`config.mk`:
```
export PLATFORM = sky130hd
export DESIGN_NAME = reaction_round_ctrl
export DESIGN_NICKNAME = d
export VERILOG_FILES = /design/src/rtl/reaction_round_ctrl.sv
export SDC_FILE = /design/constraint.sdc
export NUM_CORES = 1
export LEC_CHECK = 0
export ABC_AREA = 1
export BUFFER_PORTS_ARGS = -buffer_cell sky130_fd_sc_hd__buf_2
export CAP_MARGIN = 20
export CORE_MARGIN = 2
export CORE_UTILIZATION = 43
export CTS_CLUSTER_DIAMETER = 200
export DETAILED_ROUTE_END_ITERATION = 16
export GPL_TIMING_DRIVEN = 0
export SLEW_MARGIN = 20
export SYNTH_ARGS = -nofsm -noshare
export SYNTH_HDL_FRONTEND = slang
export SYNTH_SLANG_ARGS = --single-unit
```
`constraint.sdc`:
```
create_clock -name clk -period 2.05 [get_ports clk]
set_input_delay 0.3075 -clock clk [delete_from_list [all_inputs] [get_ports clk]]
set_output_delay 0.3075 -clock clk [all_outputs]
set_load 0.005 [all_outputs]
```
`src/rtl/reaction_round_ctrl.sv`:
```
// reaction_round_ctrl
// Sequencer for one reaction-timer round: IDLE -> WAIT (random delay) ->
// REACT (counting ms) -> DONE / FOUL / TIMEOUT.
// - Conditions the raw active-low push buttons into single-cycle press events.
// - Keeps the best (minimum) valid reaction time seen since reset.
// - Every output comes from a register; there is no combinational path
//   from KEY to any output.

module reaction_round_ctrl #(
    parameter int MIN_DELAY_MS = 1024,
    parameter int MAX_REACT_MS = 9999,
    parameter int CNT_W        = 14
) (
    input  logic             clk,
    input  logic             rst_n,
    input  logic [1:0]       KEY,
    input  logic             tick,
    input  logic [9:0]       lfsr_val,
    output logic [2:0]       state,
    output logic             wait_en,
    output logic             go_led,
    output logic [CNT_W-1:0] reaction_ms,
    output logic [CNT_W-1:0] best_ms,
    output logic             best_valid,
    output logic             result_valid,
    output logic             false_start
);

    typedef enum logic [2:0] {
        ST_IDLE    = 3'd0,
        ST_WAIT    = 3'd1,
        ST_REACT   = 3'd2,
        ST_DONE    = 3'd3,
        ST_FOUL    = 3'd4,
        ST_TIMEOUT = 3'd5
    } state_t;

    localparam logic [11:0]      MIN_DELAY       = 12'(MIN_DELAY_MS);
    localparam logic [CNT_W-1:0] MAX_REACT       = CNT_W'(MAX_REACT_MS);
    localparam logic [CNT_W-1:0] LAST_BEFORE_MAX = CNT_W'(MAX_REACT_MS - 1);
    localparam logic [CNT_W-1:0] CNT_ZERO        = CNT_W'(0);
    localparam logic [CNT_W-1:0] CNT_ONE         = CNT_W'(1);

    // A finished reaction time becomes the new best when there is no best
    // yet or it is strictly faster; a tie keeps the earlier record.
    function automatic logic beats_best(input logic             have_best,
                                        input logic [CNT_W-1:0] cand,
                                        input logic [CNT_W-1:0] best);
        return (!have_best) || (cand < best);
    endfunction

    // Key conditioning registers: 2-flop synchronizer, previous-sample
    // register, and an arm bit that blocks presses until the key has been
    // seen released with real (post-reset) samples in the synchronizer.
    logic [1:0]  key_meta_r;
    logic [1:0]  key_sync_r;
    logic [1:0]  key_prev_r;
    logic [1:0]  key_arm_r;
    logic [1:0]  fill_r;
    logic [1:0]  press_s;
    logic        start_press_s;
    logic        react_press_s;

    // FSM and output registers
    state_t           state_r;
    logic [11:0]      delay_cnt_r;
    logic             wait_en_r;
    logic             go_led_r;
    logic [CNT_W-1:0] reaction_r;
    logic [CNT_W-1:0] best_r;
    logic             best_valid_r;
    logic             result_valid_r;
    logic             false_start_r;
    logic [11:0]      delay_load_s;

    // Falling edge of the synchronized key, qualified by the arm bit.
    assign press_s       = key_arm_r & key_prev_r & ~key_sync_r;
    assign start_press_s = press_s[0];
    assign react_press_s = press_s[1];

    // Random wait length: zero-extended LFSR value plus the fixed minimum.
    assign delay_load_s  = {2'b00, lfsr_val} + MIN_DELAY;

    // Synchronize the buttons and arm each key once it reads released.
    always_ff @(posedge clk) begin
        if (!rst_n) begin
            key_meta_r <= 2'b11;
            key_sync_r <= 2'b11;
            key_prev_r <= 2'b11;
            key_arm_r  <= 2'b00;
            fill_r     <= 2'd0;
        end else begin
            key_meta_r <= KEY;
            key_sync_r <= key_meta_r;
            key_prev_r <= key_sync_r;
            if (fill_r != 2'd2) begin
                fill_r <= fill_r + 2'd1;
            end else begin
                fill_r <= fill_r;
            end
            // key_sync_r only holds a real key sample once fill_r reaches 2.
            if (fill_r == 2'd2) begin
                key_arm_r <= key_arm_r | key_sync_r;
            end else begin
                key_arm_r <= key_arm_r;
            end
        end
    end

    // Round sequencer with registered status outputs and best-time tracking.
    always_ff @(posedge clk) begin
        if (!rst_n) begin
            state_r        <= ST_IDLE;
            delay_cnt_r    <= 12'd0;
            wait_en_r      <= 1'b0;
            go_led_r       <= 1'b0;
            reaction_r     <= CNT_ZERO;
            best_r         <= CNT_ZERO;
            best_valid_r   <= 1'b0;
            result_valid_r <= 1'b0;
            false_start_r  <= 1'b0;
        end else begin
            result_valid_r <= 1'b0;
            case (state_r)
                ST_IDLE, ST_DONE, ST_FOUL, ST_TIMEOUT: begin
                    // React presses and ticks are ignored while idle or
                    // showing a result; only start begins a new round.
                    if (start_press_s) begin
                        state_r       <= ST_WAIT;
                        delay_cnt_r   <= delay_load_s;
                        reaction_r    <= CNT_ZERO;
                        wait_en_r     <= 1'b1;
                        go_led_r      <= 1'b0;
                        false_start_r <= 1'b0;
                    end
                end
                ST_WAIT: begin
                    // A react press beats a same-cycle delay expiry.
                    if (react_press_s) begin
                        state_r       <= ST_FOUL;
                        wait_en_r     <= 1'b0;
                        false_start_r <= 1'b1;
                        reaction_r    <= CNT_ZERO;
                    end else if (tick) begin
                        if (delay_cnt_r == 12'd0) begin
                            state_r    <= ST_REACT;
                            wait_en_r  <= 1'b0;
                            go_led_r   <= 1'b1;
                            reaction_r <= CNT_ZERO;
                        end else begin
                            delay_cnt_r <= delay_cnt_r - 12'd1;
                        end
                    end
                end
                ST_REACT: begin
                    // The press freezes the count; a same-cycle tick is dropped.
                    if (react_press_s) begin
                        state_r        <= ST_DONE;
                        go_led_r       <= 1'b0;
                        result_valid_r <= 1'b1;
                        if (beats_best(best_valid_r, reaction_r, best_r)) begin
                            best_r       <= reaction_r;
                            best_valid_r <= 1'b1;
                        end
                    end else if (tick) begin
                        if (reaction_r == LAST_BEFORE_MAX) begin
                            state_r    <= ST_TIMEOUT;
                            go_led_r   <= 1'b0;
                            reaction_r <= MAX_REACT;
                        end else begin
                            reaction_r <= reaction_r + CNT_ONE;
                        end
                    end
                end
                default: begin
                    state_r       <= ST_IDLE;
                    wait_en_r     <= 1'b0;
                    go_led_r      <= 1'b0;
                    false_start_r <= 1'b0;
                    reaction_r    <= CNT_ZERO;
                end
            endcase
        end
    end

    assign state        = state_r;
    assign wait_en      = wait_en_r;
    assign go_led       = go_led_r;
    assign reaction_ms  = reaction_r;
    assign best_ms      = best_r;
    assign best_valid   = best_valid_r;
    assign result_valid = result_valid_r;
    assign false_start  = false_start_r;

endmodule

```
==> impl.org <==
** Setup path
- STA puts the critical path data arrival time at 2.12 ns.
- Type of the worst setup path :: reg2reg
- Setup crit end kind :: flop
- Required time of the worst setup path :: 2.29 ns
- Along the worst path, the maximum fanout reaches 10.
- CP Launch Type :: flop

** Final layout
- Antenna Cells :: 0
- Ratio of cells with drive above 1 in the final layout :: 0.171
- Area of combinational cells with multiple inputs :: 1990 um^2
- At the end of the flow the core is filled with cells to 0.523.
- Post-route standard cell area excluding fillers :: 4060 um^2
- Across the whole layout, storage elements account for 1160 um^2.
- The library cell used most frequently in the layout, excluding fill and tap cells, is sky130_fd_sc_hd__nand2_1.
- Post-layout net count :: 637
- Compared with the post-synthesis result, the final layout area differs by 16.8%.
- Leading cell types in the layout, fill and taps excluded :: sky130_fd_sc_hd__nand2_1, sky130_fd_sc_hd__nor2_1, sky130_fd_sc_hd__inv_1
- Number of fill cells in the layout :: 822

** Timing
- Max Clock Skew :: 0.0133 ns
- Setup repair after global routing left no endpoint under its margin.
- Fmax :: 532 MHz
- Setup violators final :: 0
- Crit share post-route :: 0.916
- Hold_ws :: 0.137 ns
- Slew at the pin with the worst max-slew slack :: 0.598 ns
- The smallest clock period supported by the final layout is computed as 1.88 ns.
- Summed over all failing endpoints, the final setup total negative slack is 0 ns.
- Measured against its own limit, the worst slew margin works out to 0.601.
- The final max-slew violation count came to 0.
- The final hold violation count came to 0.

** Die
- Placeable core region :: 7770 um^2
- The floorplan step set the die width to 93.9 um.
- Top-level I/O count :: 51
- In this run the vertical extent of the chip is 93.9 um.
- Std-Cell Rows :: 32
- Full die area :: 8820 um^2
- Initial core utilization :: 0.448

** Synthesis
- Compound-Gate Fraction of Synth Area :: 0.122
- Sorting the synthesized cells by area gives the leading types as sky130_fd_sc_hd__dfxtp_1, sky130_fd_sc_hd__nand2_1, sky130_fd_sc_hd__nor2_1, sky130_fd_sc_hd__a21oi_1, sky130_fd_sc_hd__ha_1.
- The Yosys step of the flow raised 0 warnings.
- Total standard cell area after synthesis :: 3480 um^2
- After synthesis, the largest family of logic cells by area is simple AND/OR/NAND/NOR gates.
- Adder-cell share of the synthesized area :: 0.0648
- Measured against the total synthesized area, the mux share comes to 0.
- Yosys mapped the design onto 30 distinct sky130hd cell types.
- Of the synthesized area, sequential elements account for 0.334.
- Average cell area after synthesis :: 6.40 um^2
- The biggest area contributor in the post-synthesis netlist is sky130_fd_sc_hd__dfxtp_1.
- In this run, synthesis inferred 0 flip-flops with an integrated enable.
- Flip-flop cell with the highest count after synthesis :: sky130_fd_sc_hd__dfxtp_1
- Of all flip-flops after synthesis, the portion carrying an async set or reset was 0.
- Synthesized instance count :: 543
- Of the total synthesized cell area, the portion taken by XOR and XNOR cells is 0.00756.
- The number of nets in the synthesized netlist is 576.
- Of the post-synthesis cell area, the dominant cell type holds 0.334.
- Simple-gate share of the synthesized area :: 0.376
- Count of state elements after synthesis :: 58

** Global route
- For this run, global-route usage on met2 was measured as 0.371.
- Busiest layer in global routing :: met2
- The first global-routing pass estimated 15.0 mm of wire.
- The via count of the first global-routing pass was 3307.
- Met3 demand-to-capacity share in global routing :: 0.0433
- Overflow left after global routing :: 0
- Maximum number of pins on one net before global-route repair :: 12
- Total global routing track utilization :: 0.214
- The number of antenna violations at the first check in global routing is 0.
- For this run, global-route usage on met1 was measured as 0.258.

** Power
- Peak supply drop :: 0.000595 V
- Power density cells :: 1060 nW/um^2
- Power comes to 4320 uW.
- For this design the static power due to leakage is 0.00181 uW.

** Placement
- Cell area reported after detailed placement :: 3850 um^2
- At the end of routability-driven placement, the weighted congestion stood at 0.946.
- Input/output buffers :: 50
- DP HPWL :: 6.76 mm

** Status
- Run status :: finished, final reports clean

** Clocking
- Clk root buf :: sky130_fd_sc_hd__clkbuf_8
- Maximum level of the CTS H-tree :: 3
- Clock Tree Buf Depth :: 2
- For this design, the sink count on the clock tree is 58.
- Clock tree from TritonCTS :: built
- After clock tree synthesis, the clock-pin slew on the worst setup and hold paths is 0.07 ns.
- For the worst-skew pair, the clock arrives at the later sink with an insertion delay of 0.35 ns.
- Clock buffers created by TritonCTS :: 9

** Detailed routing
- Final routed wirelength across all metal layers :: 8.85 mm
- For this block, the initial DRC count from the detailed router was 234.
- Using the TritonRoute via totals, the vias-per-cell ratio works out to 4.99.
- DRC violations left :: 0
- The detail route stage leaves a number of antenna-violating nets equal to 0.
- Wirelength per Cell :: 12.5 um
- Detailed-routing iteration count for the pre-antenna-repair pass :: 5
- Number of vias after detailed routing :: 3548

** Min path
- The worst hold path belongs to the class in2reg.

** Run
- The tool flagged a number of max-cap violations equal to 0.
==> layer usage <==
| layer | vias to the layer above | wire (um) |
|---|---|---|
| met5 | - | 0 |
| met4 | 0 | 157 |
| met3 | 15 | 370 |
| met2 | 74 | 4280 |
| met1 | 1607 | 4050 |
| li1 | 1852 | - |
==> cells in the mapped netlist, types with 2 or more instances <==
cell	n
sky130_fd_sc_hd__or2_2	7
sky130_fd_sc_hd__nor3_1	7
sky130_fd_sc_hd__nand3_1	39
sky130_fd_sc_hd__nand2_1	145
sky130_fd_sc_hd__dfxtp_1	58
sky130_fd_sc_hd__clkbuf_1	10
sky130_fd_sc_hd__nand2_2	4
sky130_fd_sc_hd__nor2_4	3
sky130_fd_sc_hd__nand3b_1	2
sky130_fd_sc_hd__ha_1	18
sky130_fd_sc_hd__nand3_4	2
sky130_fd_sc_hd__nor2_1	80
sky130_fd_sc_hd__buf_6	2
sky130_fd_sc_hd__a21oi_1	58
sky130_fd_sc_hd__buf_2	4
sky130_fd_sc_hd__nand4_1	4
sky130_fd_sc_hd__inv_1	60
sky130_fd_sc_hd__xor2_1	2
sky130_fd_sc_hd__nand3_2	3
sky130_fd_sc_hd__o21ai_0	20
sky130_fd_sc_hd__inv_2	6
==> through the flow <==
step | cells | worst slack, ns
after floorplan | 543 | 0.390
after global placement | 695 | 0.0894
after detailed placement | 695 | 0.0644
after CTS | 711 | 0.0493
after global routing | 711 | 0.0123
final | 711 | 0.171
==> sequential cells by signal, summed over array words and instances (netlist names), 2 cells and up <==
register,flops
key_arm_r,2
key_sync_r,2
key_meta_r,2
delay_cnt_r,12
reaction_ms,14
key_prev_r,2
best_ms,14
fill_r,2
state,3
==> layout make-up <==
class	instances	area share
tap	102	0.0314
sequential	58	0.286
clock buffer	9	0.0305
buffer	16	0.0209
timing repair buffer	50	0.0616
inverter	67	0.0619
clock inverter	7	0.0169
multi-input combinational	402	0.490
==> critical path, cell delays in order, from the launching register on <==
cell                      delay, ns
sky130_fd_sc_hd__dfxtp_1       0.49
sky130_fd_sc_hd__ha_1          0.30
sky130_fd_sc_hd__a21oi_1       0.17
sky130_fd_sc_hd__nand2_1       0.07
sky130_fd_sc_hd__a21oi_1       0.12
sky130_fd_sc_hd__nand2_1       0.10
sky130_fd_sc_hd__nand2_4       0.13
sky130_fd_sc_hd__buf_4         0.19
sky130_fd_sc_hd__nand3_1       0.08
sky130_fd_sc_hd__nand2_1       0.08
sky130_fd_sc_hd__nor2_1        0.04
==> path summary, 6_finish.rpt <==
| kind | startpoint | cells after the start | to | slack, ns |
|---|---|---|---|---|
| worst max-delay path | reaction_ms[9] | 10 | best_ms[5] | 0.17 |
| worst min-delay path | KEY[0] | 2 | key_meta_r[0] | 0.14 |
| worst max register to register | reaction_ms[9] | 10 | best_ms[5] | 0.17 |
| worst min register to register | key_meta_r[0] | 1 | key_sync_r[0] | 0.42 |
==> report_power, final <==
group | internal, uW | leakage, uW | switching [uW]
logic | 648 | 0.00125 | 1200
registers | 1270 | 0.000472 | 134
clock network | 558 | 0.0000954 | 499
total | 2480 | 0.00181 | 1840
==> kinds of logic after synthesis <==
group                      after synthesis
adders and majority gates               18
xor gates and xnor gates                 3
DFF                                     58
buffers and inverters                   83
and+or+nand+nor                        299
AOI/OAI and AO/OA                       82
==> what timing repair did <==
action / 4_1_cts / 5_1_grt
resized for setup: 0 / 8
setup buffers: 0 / 0
hold buffers: 0 / 0
setup endpoints to repair: 0 / 14
No activity file was read; power rests on OpenSTA's default activity.
